<file path="src/rtl/mem_arbiter_pkg.sv">
// ============================================================================
// Module      : mem_arbiter_pkg
// Description : Shared widths, memory command codes, owner and FSM state
//               encodings for the memory arbiter slice.
// Revision    : 1.0 - initial release
// ============================================================================
`default_nettype none

`ifndef ADDRESS_WIDTH
`define ADDRESS_WIDTH 32
`endif
`ifndef DATA_WIDTH
`define DATA_WIDTH 32
`endif
`ifndef MEM_CMD_WIDTH
`define MEM_CMD_WIDTH 2
`endif
`ifndef MEM_CMD_READ
`define MEM_CMD_READ 2'd0
`endif
`ifndef MEM_CMD_WRITE
`define MEM_CMD_WRITE 2'd1
`endif

package mem_arbiter_pkg;

  // Arbiter FSM states
  typedef enum logic [1:0] {
    ST_IDLE      = 2'd0,
    ST_ISSUE     = 2'd1,
    ST_WAIT_RESP = 2'd2,
    ST_ERR_RESP  = 2'd3
  } state_t;

  // Which requester owns the outstanding transaction
  typedef enum logic {
    OWNER_FETCH = 1'b0,
    OWNER_LSU   = 1'b1
  } owner_t;

  // Timeout counter width; covers RESP_TIMEOUT up to 255
  localparam int unsigned CNT_WIDTH = 8;

endpackage

`default_nettype wire

</file>
<file path="src/rtl/mem_arb_pick.sv">
// ============================================================================
// Module      : mem_arb_pick
// Description : Grant selection between fetch and load-store requesters.
//               One-hot grant: bit 0 = fetch, bit 1 = load-store.
//               MEM_ARB_RR_EN defined  : round-robin on ties.
//               MEM_ARB_RR_EN undefined: load-store wins every tie.
// Revision    : 1.0 - initial release
// ============================================================================
`default_nettype none

module mem_arb_pick
  import mem_arbiter_pkg::*;
(
  input  logic       i_f_valid,
  input  logic       i_l_valid,
`ifdef MEM_ARB_RR_EN
  input  owner_t     i_last_grant,
`endif
  output logic [1:0] o_grant
);

  // Pick one requester; a lone valid requester is always granted
  always_comb begin
    o_grant = 2'b00;
    if (i_f_valid && i_l_valid) begin
`ifdef MEM_ARB_RR_EN
      o_grant = (i_last_grant == OWNER_LSU) ? 2'b01 : 2'b10;
`else
      o_grant = 2'b10;
`endif
    end else if (i_l_valid) begin
      o_grant = 2'b10;
    end else if (i_f_valid) begin
      o_grant = 2'b01;
    end
  end

endmodule

`default_nettype wire

</file>
<file path="src/rtl/mem_arbiter.sv">
// ============================================================================
// Module      : mem_arbiter
// Description : Two-port (fetch / load-store) memory arbiter with a single
//               outstanding transaction, response routing and a response
//               timeout that returns an error response to the owner.
//               Build option MEM_ARB_RR_EN selects round-robin arbitration.
// Revision    : 1.0 - initial release
// ============================================================================
`default_nettype none

module mem_arbiter
  import mem_arbiter_pkg::*;
#(
  parameter int unsigned RESP_TIMEOUT = 64
) (
  input  logic                      clk,
  input  logic                      reset,
  input  logic                      i_f_valid,
  input  logic [`ADDRESS_WIDTH-1:0] i_f_addr,
  output logic                      o_f_ready,
  output logic                      o_f_res_valid,
  output logic [`DATA_WIDTH-1:0]    o_f_data,
  output logic                      o_f_err,
  input  logic                      i_f_res_ready,
  input  logic                      i_l_valid,
  input  logic [`ADDRESS_WIDTH-1:0] i_l_addr,
  input  logic [`MEM_CMD_WIDTH-1:0] i_l_cmd,
  input  logic [`DATA_WIDTH-1:0]    i_l_data,
  output logic                      o_l_ready,
  output logic                      o_l_res_valid,
  output logic [`DATA_WIDTH-1:0]    o_l_data,
  output logic                      o_l_err,
  input  logic                      i_l_res_ready,
  output logic                      o_m_valid,
  output logic [`ADDRESS_WIDTH-1:0] o_m_addr,
  output logic [`MEM_CMD_WIDTH-1:0] o_m_cmd,
  output logic [`DATA_WIDTH-1:0]    o_m_data,
  input  logic                      i_m_ready,
  input  logic                      i_m_res_valid,
  input  logic [`DATA_WIDTH-1:0]    i_m_data,
  output logic                      o_m_res_ready,
  output logic                      o_timeout
);

  localparam logic [CNT_WIDTH-1:0] c_resp_timeout = CNT_WIDTH'(RESP_TIMEOUT);

  state_t                      r_state;
  owner_t                      r_owner;
  logic [CNT_WIDTH-1:0]        r_cnt;
  logic                        r_timeout;
  logic [`ADDRESS_WIDTH-1:0]   r_m_addr;
  logic [`MEM_CMD_WIDTH-1:0]   r_m_cmd;
  logic [`DATA_WIDTH-1:0]      r_m_data;
`ifdef MEM_ARB_RR_EN
  owner_t                      r_last_grant;
`endif

  logic [1:0]                  w_grant;
  logic                        w_idle;
  logic                        w_wait;
  logic                        w_err;
  logic                        w_accept_f;
  logic                        w_accept_l;
  logic                        w_owner_res_ready;
  logic                        w_res_valid;
  logic [`DATA_WIDTH-1:0]      w_res_data;
  logic [CNT_WIDTH-1:0]        w_cnt_next;

  mem_arb_pick u_pick (
    .i_f_valid    (i_f_valid),
    .i_l_valid    (i_l_valid),
`ifdef MEM_ARB_RR_EN
    .i_last_grant (r_last_grant),
`endif
    .o_grant      (w_grant)
  );

  // Readies are gated by reset so nothing is accepted while it is held
  assign w_idle     = (r_state == ST_IDLE) && reset;
  assign w_wait     = (r_state == ST_WAIT_RESP);
  assign w_err      = (r_state == ST_ERR_RESP);
  assign w_accept_f = w_idle && w_grant[0];
  assign w_accept_l = w_idle && w_grant[1];
  assign w_cnt_next = r_cnt + 1'b1;

  assign w_owner_res_ready = (r_owner == OWNER_LSU) ? i_l_res_ready : i_f_res_ready;
  assign w_res_valid       = (w_wait && i_m_res_valid) || w_err;
  assign w_res_data        = w_wait ? i_m_data : '0;

  // Route the memory response (or the error response) to the owner only
  always_comb begin
    o_f_ready     = w_accept_f;
    o_l_ready     = w_accept_l;
    o_f_res_valid = w_res_valid && (r_owner == OWNER_FETCH);
    o_l_res_valid = w_res_valid && (r_owner == OWNER_LSU);
    o_f_data      = (r_owner == OWNER_FETCH) ? w_res_data : '0;
    o_l_data      = (r_owner == OWNER_LSU)   ? w_res_data : '0;
    o_f_err       = w_err && (r_owner == OWNER_FETCH);
    o_l_err       = w_err && (r_owner == OWNER_LSU);
    o_m_res_ready = (w_wait && w_owner_res_ready) || w_err;
    o_m_valid     = (r_state == ST_ISSUE);
    o_m_addr      = r_m_addr;
    o_m_cmd       = r_m_cmd;
    o_m_data      = r_m_data;
    o_timeout     = r_timeout;
  end

  // Transaction FSM: accept, issue to memory, await response or time out
  always_ff @(posedge clk or negedge reset) begin
    if (!reset) begin
      r_state      <= ST_IDLE;
      r_owner      <= OWNER_FETCH;
      r_cnt        <= '0;
      r_timeout    <= 1'b0;
      r_m_addr     <= '0;
      r_m_cmd      <= '0;
      r_m_data     <= '0;
`ifdef MEM_ARB_RR_EN
      r_last_grant <= OWNER_FETCH;
`endif
    end else begin
      case (r_state)
        ST_IDLE: begin
          if (w_accept_l) begin
            r_state      <= ST_ISSUE;
            r_owner      <= OWNER_LSU;
            r_m_addr     <= i_l_addr;
            r_m_cmd      <= i_l_cmd;
            r_m_data     <= i_l_data;
`ifdef MEM_ARB_RR_EN
            r_last_grant <= OWNER_LSU;
`endif
          end else if (w_accept_f) begin
            r_state      <= ST_ISSUE;
            r_owner      <= OWNER_FETCH;
            r_m_addr     <= i_f_addr;
            r_m_cmd      <= `MEM_CMD_READ;
            r_m_data     <= '0;
`ifdef MEM_ARB_RR_EN
            r_last_grant <= OWNER_FETCH;
`endif
          end
        end
        ST_ISSUE: begin
          if (i_m_ready) begin
            r_state <= ST_WAIT_RESP;
            r_cnt   <= '0;
          end
        end
        ST_WAIT_RESP: begin
          // A response present this cycle always beats the timeout
          if (i_m_res_valid) begin
            if (w_owner_res_ready) begin
              r_state <= ST_IDLE;
            end
          end else begin
            r_cnt <= w_cnt_next;
            if (w_cnt_next == c_resp_timeout) begin
              r_state   <= ST_ERR_RESP;
              r_timeout <= 1'b1;
            end
          end
        end
        ST_ERR_RESP: begin
          if (w_owner_res_ready) begin
            r_state <= ST_IDLE;
          end
        end
        default: r_state <= ST_IDLE;
      endcase
    end
  end

endmodule

`default_nettype wire

</file>
<file path="config.mk">
export PLATFORM = sky130hd
export DESIGN_NAME = mem_arbiter
export DESIGN_NICKNAME = d
export VERILOG_FILES = /design/src/rtl/mem_arbiter_pkg.sv /design/src/rtl/mem_arb_pick.sv /design/src/rtl/mem_arbiter.sv
export SDC_FILE = /design/constraint.sdc
export NUM_CORES = 1
export LEC_CHECK = 0
export BUFFER_PORTS_ARGS = -buffer_cell sky130_fd_sc_hd__buf_2
export CAP_MARGIN = 25
export CELL_PAD_IN_SITES_DETAIL_PLACEMENT = 1
export CELL_PAD_IN_SITES_GLOBAL_PLACEMENT = 1
export CORE_ASPECT_RATIO = 1.1
export CORE_MARGIN = 2
export CORE_UTILIZATION = 29
export CTS_CLUSTER_DIAMETER = 60
export DETAILED_ROUTE_END_ITERATION = 7
export PLACE_DENSITY_LB_ADDON = 0.2
export SLEW_MARGIN = 10
export SYNTH_ARGS = -nofsm -noshare
export SYNTH_HDL_FRONTEND = slang
export SYNTH_SLANG_ARGS = --single-unit
</file>
<file path="constraint.sdc">
create_clock -name clk -period 1.7 [get_ports clk]
set_clock_uncertainty 0.05 [all_clocks]
set_input_delay 0 -clock clk [delete_from_list [all_inputs] [get_ports clk]]
set_output_delay 0 -clock clk [all_outputs]
set_load 0.02 [all_outputs]
</file>
# After elaboration in Yosys (flattened, before gate mapping)
# Cells that the tools add are included.
[op_classes] n_addsub=1 reduce_logical=19 muxes=25 n_bitwise=2 n_eq_ne=8
[ops] cell="2-to-1 mux 32 bit" n=7
[ops] cell="2-to-1 mux 2 bit" n=10
[ops] cell="2-to-1 mux 8 bit" n=2
[ops] cell="one-hot mux 8 bit (2 select lines)" n=1
[ops] cell="logical AND 1 bit" n=10
[ops] cell="AND reduction 3 bit" n=3
[ops] cell="adder 8 x 1 -> 8 bit (second input constant)" n=1
[ops] cell="equality test 8 x 7 -> 1 bit (second input constant)" n=1
[ops] cell="one-hot mux 2 bit (4 select lines)" n=1
[ops] cell="equality test 2 bit (second input constant)" n=2
[ops] cell="2-to-1 mux 1 bit" n=4
[ops] cell="nonzero test 2 bit" n=2
[ops] cell="inequality test 3 x 2 -> 1 bit (second input constant)" n=1
[ops] cell="inequality test 3 bit (second input constant)" n=1
[ops] cell="equality test 2 x 1 -> 1 bit (second input constant)" n=1
[ops] cell="logical NOT 2 bit" n=1
[ops] cell="logical OR 1 bit" n=2
[ops] cell="inequality test 2 x 1 -> 1 bit (second input constant)" n=1
[ops] cell="inequality test 2 bit (second input constant)" n=1
[ops] cell="inverter 1 bit" n=2
[ops] cell="AND reduction 2 bit" n=1
[word_totals] reg_bits=78 inputBits=138 out_inout_bits=139

# Logic depth before layout (Yosys ltp)
# Gate-level depths: netlist of the first run.
[depth] depth_word=7 depth_mapped=7 depth_no_buf=5

# By module
# A second synthesis of the first run with hierarchy kept.
[hier_totals] cells_unflattened=376 hier_area_um2=3896.2
[modules_own_cells] module="mem_arbiter" n_inst=1 cells_each=374 seq_area_each_um2=1951.9 area_per_inst_um2=3886.2
[modules_own_cells] module="mem_arb_pick" n_inst=1 cells_each=2 seq_area_each_um2=0.0 area_per_inst_um2=10.0

# Least setup slack after synthesis of the first run
# Ideal clock, no wire load.
[synth_path] path_kind="register -> register" start="register r_state[0]" end="register r_m_addr[0], in the netlist o_m_addr[0]" synth_period_minus_slack_ns=1.496 path_stages_with_launch=8 arrival_ns=1.313 path_buffers=3 setup_slack_ns=0.204 required_time_ns=1.518 path_cell_list="dfrtp_1 buf_6 nor3b_2 and2_1 buf_4 buf_6 mux2i_1 o21ai_1"
[synth_between] elab_chain_len=5 word_cells_on_any_way=7
[synth_lines] element="start, declared" line_no="mem_arbiter.sv:47" rtl="state_t r_state;"
[synth_lines] element="start signal, assigned" line_no="mem_arbiter.sv:111" rtl="r_state <= ST_IDLE;"
[synth_lines] element="start signal, assigned" line_no="mem_arbiter.sv:125" rtl="r_state <= ST_ISSUE;"
[synth_lines] element="start signal, assigned" line_no="mem_arbiter.sv:134" rtl="r_state <= ST_ISSUE;"
[synth_lines] element="logical NOT 2 bit *" line_no="mem_arbiter.sv:79, mem_arbiter.sv:122"
[synth_lines] element="logical AND 1 bit" line_no="mem_arbiter.sv:79" rtl="assign w_idle = (r_state == ST_IDLE) && reset;"
[synth_lines] element="logical AND 1 bit (on tied branches)" line_no="mem_arbiter.sv:82, mem_arbiter.sv:83"
[synth_lines] element="nonzero test 2 bit (no line)"
[synth_lines] element="AND reduction 2 bit (no line)"
[synth_lines] element="end signal, assigned" line_no="mem_arbiter.sv:127" rtl="r_m_addr <= i_l_addr;"
[synth_lines] element="end signal, assigned" line_no="mem_arbiter.sv:136" rtl="r_m_addr <= i_f_addr;"
[synth_lines] element="end, declared" line_no="mem_arbiter.sv:51" rtl="logic [`ADDRESS_WIDTH-1:0] r_m_addr;"
# Mark *: on every way between the ends. The rest lies on a longest branch, timed or not.
# A chain may end at the register's enable or synchronous reset.

# Worst setup path after layout of the first run
[layout_path] start="register r_state[1]" end="register r_m_addr[24], in the netlist o_m_addr[24]"
# Same word-level chain as after synthesis.

==> flow_summary.toml, run 1 <==
[worst_hold_path]
holdPathEnd = "r_state[1]$_DFFE_PN0P_"
timing.hold.worst.start = "i_f_res_ready"
cells_on_worst_hold_path = 4
hold_class = "input pin to flop"

[die]
io_pins = 277
floorplan.die.height_um = 125
floorplan.initialDensity_pct = 29.4
dieArea_sq_um = 14200
fp.dieW_um = 114
fp.coreArea_sq_um = 13100
std_cell_rows = 44

[power_and_ir_drop]
power.density_nw_per_um2 = 1530
intPower_mw = 6.08
clock_power_share_pct = 19.8
cellLeakagePower_nw = 3.65
netSwitchingPower_mw = 4.46
comb_power_share_pct = 50.4
post_layout_total_power_mw = 10.5
power.share.switching_pct = 42.3
power_frac_seq_pct = 29.8
vdd_drop_max_v = 0.000632

[global_route]
grt_start_max_net_pins = 87
antenna_found_initial = 1
grt_pass1_vias = 4679
global_route.overflow_total = 0
gr-usage-all-layers_pct = 22.3
global_route_wire_length_before_repair_um = 24900

[yosys]
synth_seq_area_share_pct = 50.7
post_synthesis_sequential_element_count = 78
synth_cells = 373
synth_enable_flop_cells = 0
post_synth.cell_area_avg_sq_um = 10.3
yosys_most_used_dff = "sky130_fd_sc_hd__dfrtp_1"
mappedNetlistArea_sq_um = 3850
ys.warnings.count = 0
yosysUniqueCellTypes = 37
synth.net_count = 512
postSynth.asyncResetShare_pct = 100

[cts]
cts.root.buffer_cell = "sky130_fd_sc_hd__clkbuf_16"
clk_path_buf_depth = 2
cts.sink_count = 78
clkSlewWorstSetupHoldPaths_ns = 0.06
numCtsBuffers = 9
post-cts-setup-buffers = 0
cts_tree = "yes"
clock_latency_ns = 0.33
clock_tree.htree_level_count = 3

[timing]
timing.setup.tns_ns = 0
timing.hold.ws_ns = 0.0757
fin_crit_sh_pct = 97.6
period_needed_ns = 1.66
timing.max_slew.rel_slack_pct = 60.3
final.setup.worst_slack_ns = 0.0413
max_freq_ghz = 0.603
maxSlewViolCount = 0
worst-slew-pin-transition_ns = 0.595
grt_setup_unrepaired = "yes"
finalHoldViolCount = 0
setup_viol_count_final = 0

[placed_design]
dp_cells = 796
place_congestion = 0.922
port_buffers = 276
hpwlAfterDp_um = 10600
detailedPlace.worstSlack_ns = 0.0540

[status]
run_status = "finished clean"

[routing]
drt-initial-drc-count = 182
final_antenna_net_count = 0
post_route_wl_um = 16500
avgRoutedWirePerCell_um = 18.0
detail_route.drc_violations = 0
first_pass_iters = 4
avgViaCountPerCell = 4.76
detailroute.via_count = 4351

[worst_setup_path]
regToRegSetupSlack_ns = 0.04
timing.critical_path.fanout_max = 23
timing.critical_path.from_type = "flop"
critical_path.reg2reg.endpoint = "o_m_addr[24]$_DFFE_PN0P_"
arrival_ns = 1.80
crit_path_required_time_ns = 1.85
worstSetupPathType = "flop to flop"
endpoint_kind = "flop"
ff2ff_path_depth = 5
reg2reg_from = "r_state[1]$_DFFE_PN0P_"

[layout]
final_cell_mix = "sky130_fd_sc_hd__buf_2, sky130_fd_sc_hd__dlygate4sd3_1, sky130_fd_sc_hd__dfrtp_1"
drive_gt1_share_pct = 43.0
area_growth_pct = 78.4
instances_no_fill = 915
most_common_library_cell_in_the_layout_ignoring_fill_and_taps = "sky130_fd_sc_hd__buf_2"
fin_nets = 888
num-fill-cells = 1533

[run]
max_cap_violations = 0
==> timing repair <==
item | 4_1_cts | 5_1_grt
endpoints found under the hold margin | 99 | 0
hold buffers | 100 | 0
cloned | 0 | 3
gates resized for setup | 7 | 23
pin swaps | 1 | 1
endpoints found under the setup margin | 39 | 69
==> worst max-delay path: stages (launching register included) <==
cell	delay (ns)
sky130_fd_sc_hd__dfrtp_2	0.46
sky130_fd_sc_hd__nor3b_2	0.23
sky130_fd_sc_hd__and2_4	0.22
sky130_fd_sc_hd__buf_12	0.20
sky130_fd_sc_hd__mux2i_2	0.26
sky130_fd_sc_hd__o21ai_1	0.10
==> area by class of cell <==
cell class	instances	area, sq um	share of cell area (%)
Clock buffer	12	256	3.73
Antenna cell	1	2.50	0.0364
Inverter	3	11.3	0.164
Sequential cell	78	1950	28.5
Multi-Input combinational cell	262	1770	25.7
Clock inverter	3	67.6	0.984
Tap cell	161	201	2.93
Timing Repair Buffer	395	2610	38.0
==> synth_stat cells, drive strengths merged, types with 3 or more instances <==
library cell	count	area, sq um
buf	14	115
and2	66	413
clkbuf	16	61.3
mux2i	33	330
nand2	38	143
nor2	11	41.3
o21ai	48	240
dfrtp	78	1950
a22o	36	315
inv	3	11.3
a21oi	3	15.0
==> how the worst max path moves through the flow <==
stage / startpoint / end / slack (ns) / cells past startpoint
after global routing: r_state[1]$_DFFE_PN0P_ / o_m_addr[24]$_DFFE_PN0P_ / -0.04 / 5
final: r_state[1]$_DFFE_PN0P_ / o_m_addr[24]$_DFFE_PN0P_ / 0.04 / 5
after detailed placement: r_state[1]$_DFFE_PN0P_ / o_m_data[23]$_DFFE_PN0P_ / 0.05 / 5
after CTS: r_state[0]$_DFFE_PN0P_ / o_l_data[0] / 0.00008 / 5
after floorplan: r_state[0]$_DFFE_PN0P_ / o_m_addr[0]$_DFFE_PN0P_ / 0.20 / 7
after global placement: r_state[1]$_DFFE_PN0P_ / o_m_data[0]$_DFFE_PN0P_ / 0.14 / 5
==> registers in the layout, summed over array words and instances, names as in the netlist <==
name       count
r_state        2
o_m_data      32
o_timeout      1
o_m_cmd        2
r_owner        1
o_m_addr      32
r_cnt          8
==> logic make-up (layout without fill, tap and decap cells) <==
logic type / count (synthesis) / after routing / share of synthesized area [%]
mux: 33 / 33 / 8.58
compound gates: 100 / 100 / 17.6
simple gates: 128 / 128 / 17.9
fa+ha+maj: 1 / 1 / 0.325
other cells: 0 / 1 / 0
buf+inv: 33 / 413 / 4.87
flops: 78 / 78 / 50.7
==> power by group through the flow <==
stage,sequential [mW],clock (mW),combinational [mW]
2_1_floorplan,3.95,0,2.15
6_report,3.14,2.09,5.31
3_3_place_gp,3.08,0,4.74
4_1_cts,3.11,2.13,5.07
3_5_place_dp,3.11,0,4.85
5_1_grt,3.23,2.23,5.69
==> through the flow <==
| step | util, % | area (sq um) |
|---|---|---|
| detailed placement | 41.4 | 5430 |
| floorplan | - | 3850 |
| finish | 52.4 | 6870 |
| CTS | 51.7 | 6780 |
| global placement | 41.4 | 5430 |
| global route | 52.4 | 6870 |
==> metal layers <==
metal / up-vias / global-route usage [%] / part of all wire [%]
li1: 2043 / - / -
met4: 0 / 6.67 / 2.2
met3: 29 / 4.82 / 5.9
met2: 146 / 40.1 / 51
met1: 2133 / 26.4 / 41
met5: - / 0 / 0
Power figures use the tool's default switching activity.
==> run 2: changes to the inputs <==
- CORE_ASPECT_RATIO: 1.1 -> not set
- SLEW_MARGIN: 10 -> 20
==> run 2 against run 1 <==
Global-route usage increased by 1.8 points. Flip-flop and latch count unchanged. Largest power group unchanged. Worst hold slack worse by 0.014 ns. Largest cell class unchanged.
==> flow_summary.toml, run 2 (synthesized netlist as in run 1, its figures left out) <==
[status]
run_status = "finished clean"

[global_route]
grt_start_max_net_pins = 82
gr-usage-all-layers_pct = 24.1
global_route_wire_length_before_repair_um = 26600
global_route.overflow_total = 0
grt_pass1_vias = 4673
antenna_found_initial = 1

[worst_setup_path]
timing.critical_path.max_delay_family = "buffers and inverters"
endpoint_kind = "output port"
reg2reg_from = "r_state[1]$_DFFE_PN0P_"
crit_path_required_time_ns = 1.65
worstSetupPathType = "flop to output port"
arrival_ns = 1.59
cp_num_cells = 5
critPathLaunch = "r_state[0]$_DFFE_PN0P_"
critical-path-max-stage-delay_ns = 0.40
timing.critical_path.fanout_max = 16
timing.critical_path.from_type = "flop"
crit_chain = "buf_4, nor2_4, buf_6, and2_1, buf_2"
critical_path.n_buffers_inverters = 3
crit_slowest_cell = "sky130_fd_sc_hd__dfrtp_1"
ff2ff_path_depth = 5

[cts]
clkSlewWorstSetupHoldPaths_ns = 0.06
cts.root.buffer_cell = "sky130_fd_sc_hd__clkbuf_16"
clock_tree.htree_level_count = 3
cts_tree = "yes"
numCtsBuffers = 9
cts.sink_count = 78
clock_latency_ns = 0.34
clk_path_buf_depth = 2

[worst_hold_path]
hold_class = "input pin to flop"
timing.hold.worst.start = "i_l_res_ready"
cells_on_worst_hold_path = 4

[routing]
final_antenna_net_count = 0
avgRoutedWirePerCell_um = 18.8
first_pass_iters = 4
avgViaCountPerCell = 4.75
detailroute.via_count = 4410
detail_route.drc_violations = 0
drt-initial-drc-count = 275
post_route_wl_um = 17500

[timing]
worst-slew-pin-transition_ns = 0.731
fin_crit_sh_pct = 96.4
timing.max_slew.rel_slack_pct = 51.2
max_freq_ghz = 0.610
finalHoldViolCount = 0
final.setup.worst_slack_ns = 0.0605
maxSlewViolCount = 0
period_needed_ns = 1.64
grt_setup_unrepaired = "yes"
timing.hold.ws_ns = 0.0616
setup_viol_count_final = 0

[placed_design]
detailedPlace.worstSlack_ns = 0.0578
port_buffers = 276
hpwlAfterDp_um = 10300
place_congestion = 0.751

[layout]
fin_nets = 885
layout.core_utilization_pct = 52.6
final_cell_mix = "sky130_fd_sc_hd__buf_2, sky130_fd_sc_hd__dlygate4sd3_1, sky130_fd_sc_hd__dfrtp_1"
area_growth_pct = 78.7
num-fill-cells = 1524
most_common_library_cell_in_the_layout_ignoring_fill_and_taps = "sky130_fd_sc_hd__buf_2"
drive_gt1_share_pct = 42.6

[die]
floorplan.die.height_um = 119
fp.coreArea_sq_um = 13100
floorplan.initialDensity_pct = 29.4
dieArea_sq_um = 14200
std_cell_rows = 42
fp.dieW_um = 119
io_pins = 277

[run]
max_cap_violations = 0

[power_and_ir_drop]
cellLeakagePower_nw = 3.64
power.density_nw_per_um2 = 1520
vdd_drop_max_v = 0.000593
-- run 2: cell types whose count changed in the layout (fill, tap and decap cells not counted), sizes merged --
cell and change:
buf -4, clkinv +2, bufbuf +1, bufinv -1
clkinvlp -1, inv +1
-- run 2: per-layer routing --
metal	global-route usage (%)	vias up	share of wire [%]
met5	0	-	0
met4	10.9	0	3.1
met3	5.60	44	5.4
met2	40.7	167	50
met1	29.1	2149	42
li1	-	2050	-
-- run 2: worst reg2reg max path, stage by stage (launching register included) --
cell and delay (ns):
sky130_fd_sc_hd__dfrtp_2 0.44, sky130_fd_sc_hd__nor3b_2 0.22, sky130_fd_sc_hd__and2_4 0.21, sky130_fd_sc_hd__buf_12 0.23, sky130_fd_sc_hd__mux2i_1 0.27, sky130_fd_sc_hd__o21ai_1 0.09
-- run 2: worst paths after layout --
kind,endpoint,slack (ns)
worst max register to register,o_m_addr[23]$_DFFE_PN0P_,0.06
max in group asynchronous,r_state[1]$_DFFE_PN0P_,0.71
worst min register to register,o_timeout$_DFFE_PN0P_,0.43
worst max-delay path,o_l_data[21],0.06
min in group asynchronous,o_m_addr[11]$_DFFE_PN0P_,0.38
worst min-delay path,r_state[1]$_DFFE_PN0P_,0.06
-- run 2: where the power goes --
part	switching (mW)	internal, mW
Sequential	0.496	2.64
Combinational	3.23	2.09
Clock	0.778	1.26
-- run 2: cell type report --
type                    instances  area [sq um]  share of cell area (%)
clock buffers                  12           267                    3.87
well taps                     176           220                    3.20
multi-input cells             262          1750                    25.5
inverters                       3          11.3                   0.164
clock inverters                 4          52.6                   0.764
diodes                          1          2.50                  0.0364
flip-flops and latches         78          1950                    28.4
repair buffers                392          2620                    38.1
-- run 2: timing repair --
| action | CTS | global route |
|---|---|---|
| setup buffers | 1 | 0 |
| setup endpoints to repair | 65 | 63 |
| hold endpoints to repair | 145 | 0 |
| resized for setup | 9 | 17 |
| cloned | 3 | 0 |
| hold buffers | 100 | 0 |
-- run 2: metrics by stage --
step	setup TNS [ns]	instance area, sq um	total power [mW]	instances
2_1_floorplan	0	3850	6.10	373
3_3_place_gp	0	5430	7.81	807
3_5_place_dp	0	5430	7.92	807
4_1_cts	0	6830	10.4	927
5_1_grt	-0.170	6880	11.1	928
6_report	0	6880	10.5	928
==> run 3: changes to the inputs <==
- CELL_PAD_IN_SITES_DETAIL_PLACEMENT: 1 -> 0
==> run 3 against run 2 <==
Combinational power increased by 3%. Wire length decreased by 18%. Critical endpoint is now o_f_data[0]. Largest power group unchanged. Final cell count increased by 0.54%. Fmax decreased by 1.1%. Die area unchanged. Worst setup slack got worse by 0.018 ns. Via count decreased by 6.3%. Design area increased by 2.6%. Flip-flop and latch count unchanged. Global-route usage decreased by 4.8 points. Critical path type unchanged. Total power increased by 0.32%.
==> flow_summary.toml, run 3 (synthesized netlist as in run 1, its figures left out) <==
[status]
run_status = "finished clean"

[layout]
area_growth_pct = 83.3
final-seq-area_sq_um = 1950
final_cell_mix = "sky130_fd_sc_hd__buf_2, sky130_fd_sc_hd__dlygate4sd3_1, sky130_fd_sc_hd__dfrtp_1"
num-fill-cells = 1176
drive_gt1_share_pct = 43.4
multi_input_comb_area_sq_um = 1770
fin_nets = 890
most_common_library_cell_in_the_layout_ignoring_fill_and_taps = "sky130_fd_sc_hd__buf_2"

[die]
fp.coreArea_sq_um = 13100
floorplan.die.height_um = 119
floorplan.initialDensity_pct = 29.4
fp.dieW_um = 119
io_pins = 277
dieArea_sq_um = 14200
std_cell_rows = 42

[power_and_ir_drop]
cellLeakagePower_nw = 3.70
intPower_mw = 6.18
power.share.switching_pct = 41.3
comb_power_share_pct = 51.9
power.density_nw_per_um2 = 1490
netSwitchingPower_mw = 4.34
power_frac_seq_pct = 29.2
clock_power_share_pct = 18.8
post_layout_total_power_mw = 10.5
vdd_drop_max_v = 0.000669

[worst_setup_path]
arrival_ns = 1.61
timing.critical_path.from_type = "flop"
crit_path_required_time_ns = 1.65
critical-path-max-stage-delay_ns = 0.43
crit_slowest_cell = "sky130_fd_sc_hd__dfrtp_1"
reg2reg_from = "r_state[1]$_DFFE_PN0P_"
crit_chain = "buf_6, nand2b_4, nor2_4, bufbuf_16, and2_1, buf_4"
critical_path.n_buffers_inverters = 3
critPathLaunch = "r_state[1]$_DFFE_PN0P_"
timing.critical_path.fanout_max = 16
endpoint_kind = "output port"
timing.critical_path.max_delay_family = "buffers and inverters"
worstSetupPathType = "flop to output port"

[cts]
clk_path_buf_depth = 2
clock_tree.htree_level_count = 3
clock_latency_ns = 0.34
numCtsBuffers = 9
cts.sink_count = 78
clkSlewWorstSetupHoldPaths_ns = 0.06
cts_tree = "yes"
cts.root.buffer_cell = "sky130_fd_sc_hd__clkbuf_16"

[timing]
period_needed_ns = 1.66
max_freq_ghz = 0.603
grt_setup_unrepaired = "yes"
timing.max_slew.rel_slack_pct = 49.4
fin_crit_sh_pct = 97.5
timing.hold.ws_ns = 0.0290
worst-slew-pin-transition_ns = 0.758
finalHoldViolCount = 0
setup_viol_count_final = 0
maxSlewViolCount = 0
timing.setup.tns_ns = 0
final.setup.worst_slack_ns = 0.0423

[placed_design]
hpwlAfterDp_um = 9310
detailedPlace.worstSlack_ns = 0.112
place_congestion = 0.751
port_buffers = 276

[global_route]
gr-usage-all-layers_pct = 19.2
grt-busiest-layer = "met2"
antenna_found_initial = 1
grt_start_max_net_pins = 82
met3_capacity_usage_during_global_routing_pct = 5.32
met2_usage_pct = 31.4
global_route_wire_length_before_repair_um = 21500
global_route.overflow_total = 0
grt_pass1_vias = 4097
met1_usage_pct = 24.5

[run]
max_cap_violations = 0

[routing]
detailroute.via_count = 4133
avgViaCountPerCell = 4.43
final_antenna_net_count = 0
drt-initial-drc-count = 201
avgRoutedWirePerCell_um = 15.4
post_route_wl_um = 14400
detail_route.drc_violations = 0
first_pass_iters = 4

[worst_hold_path]
timing.hold.worst.start = "i_f_res_ready"
hold_class = "input pin to flop"
## run 3: cell types whose count changed in the layout (fill, tap and decap cells not counted), moves of 2 or more
| cell | previous run | this run |
|---|---|---|
| sky130_fd_sc_hd__and2_1 | 64 | 57 |
| sky130_fd_sc_hd__and2_4 | 2 | 9 |
| sky130_fd_sc_hd__buf_2 | 265 | 248 |
| sky130_fd_sc_hd__buf_4 | 17 | 28 |
| sky130_fd_sc_hd__buf_6 | 4 | 13 |
| sky130_fd_sc_hd__clkbuf_16 | 9 | 11 |
| sky130_fd_sc_hd__dfrtp_1 | 76 | 78 |
| sky130_fd_sc_hd__dfrtp_2 | 2 | 0 |
| sky130_fd_sc_hd__mux2i_1 | 31 | 33 |
| sky130_fd_sc_hd__mux2i_2 | 2 | 0 |
## run 3: final timing paths
check | depth (start not counted) | slack, ns | end
min reg2reg | 2 | 0.43 | o_m_addr[28]$_DFFE_PN0P_
min in group asynchronous | 3 | 0.32 | r_cnt[4]$_DFFE_PN0P_
max reg2reg | 5 | 0.16 | o_m_data[3]$_DFFE_PN0P_
min | 4 | 0.03 | r_state[1]$_DFFE_PN0P_
max | 6 | 0.04 | o_f_data[0]
max in group asynchronous | 3 | 0.71 | o_m_addr[4]$_DFFE_PN0P_
## run 3: power groups by stage
stage | Clock, mW | Combinational (mW) | Sequential, mW
3_5_place_dp | 0 | 4.78 | 3.07
4_1_cts | 2.06 | 5.23 | 3.06
3_3_place_gp | 0 | 4.74 | 3.07
5_1_grt | 2.12 | 5.85 | 3.18
6_report | 1.98 | 5.46 | 3.08
2_1_floorplan | 0 | 2.15 | 3.95
## run 3: cell type report
class	instances	area share (%)
Tap cell	176	3.12
Timing Repair Buffer	397	39.6
Clock inverter	5	0.798
Clock buffer	11	3.58
Inverter	3	0.160
Antenna cell	1	0.0355
Sequential cell	78	27.7
Multi-Input combinational cell	262	25.0
## run 3: repair_timing
item	in CTS	in global routing
gates cloned	2	4
setup buffers	2	1
pin swaps	1	7
gates resized for setup	22	35
hold buffers	100	0
endpoints found under the hold margin	145	0
endpoints found under the setup margin	34	67
## run 3: metrics by stage
stage	cell area, sq um	instances	util (%)
floorplan	3850	373	-
global placement	5430	807	41.5
detailed placement	5430	807	41.5
CTS	6880	927	52.6
global route	7050	932	53.9
finish	7060	933	53.9
## run 3: routing by layer
metal  share of wire, %  up-vias
met4                1.6        0
met2                 48      144
met5                  0        -
li1                   -     2066
met3                6.0       20
met1                 45     1903
## run 3: worst register-to-register path, stage by stage, from the launching register on
cell and delay (ns):
sky130_fd_sc_hd__dfrtp_1 0.43, sky130_fd_sc_hd__nor3b_2 0.20, sky130_fd_sc_hd__and2_4 0.23, sky130_fd_sc_hd__buf_4 0.13
sky130_fd_sc_hd__bufbuf_16 0.29, sky130_fd_sc_hd__a22o_1 0.15
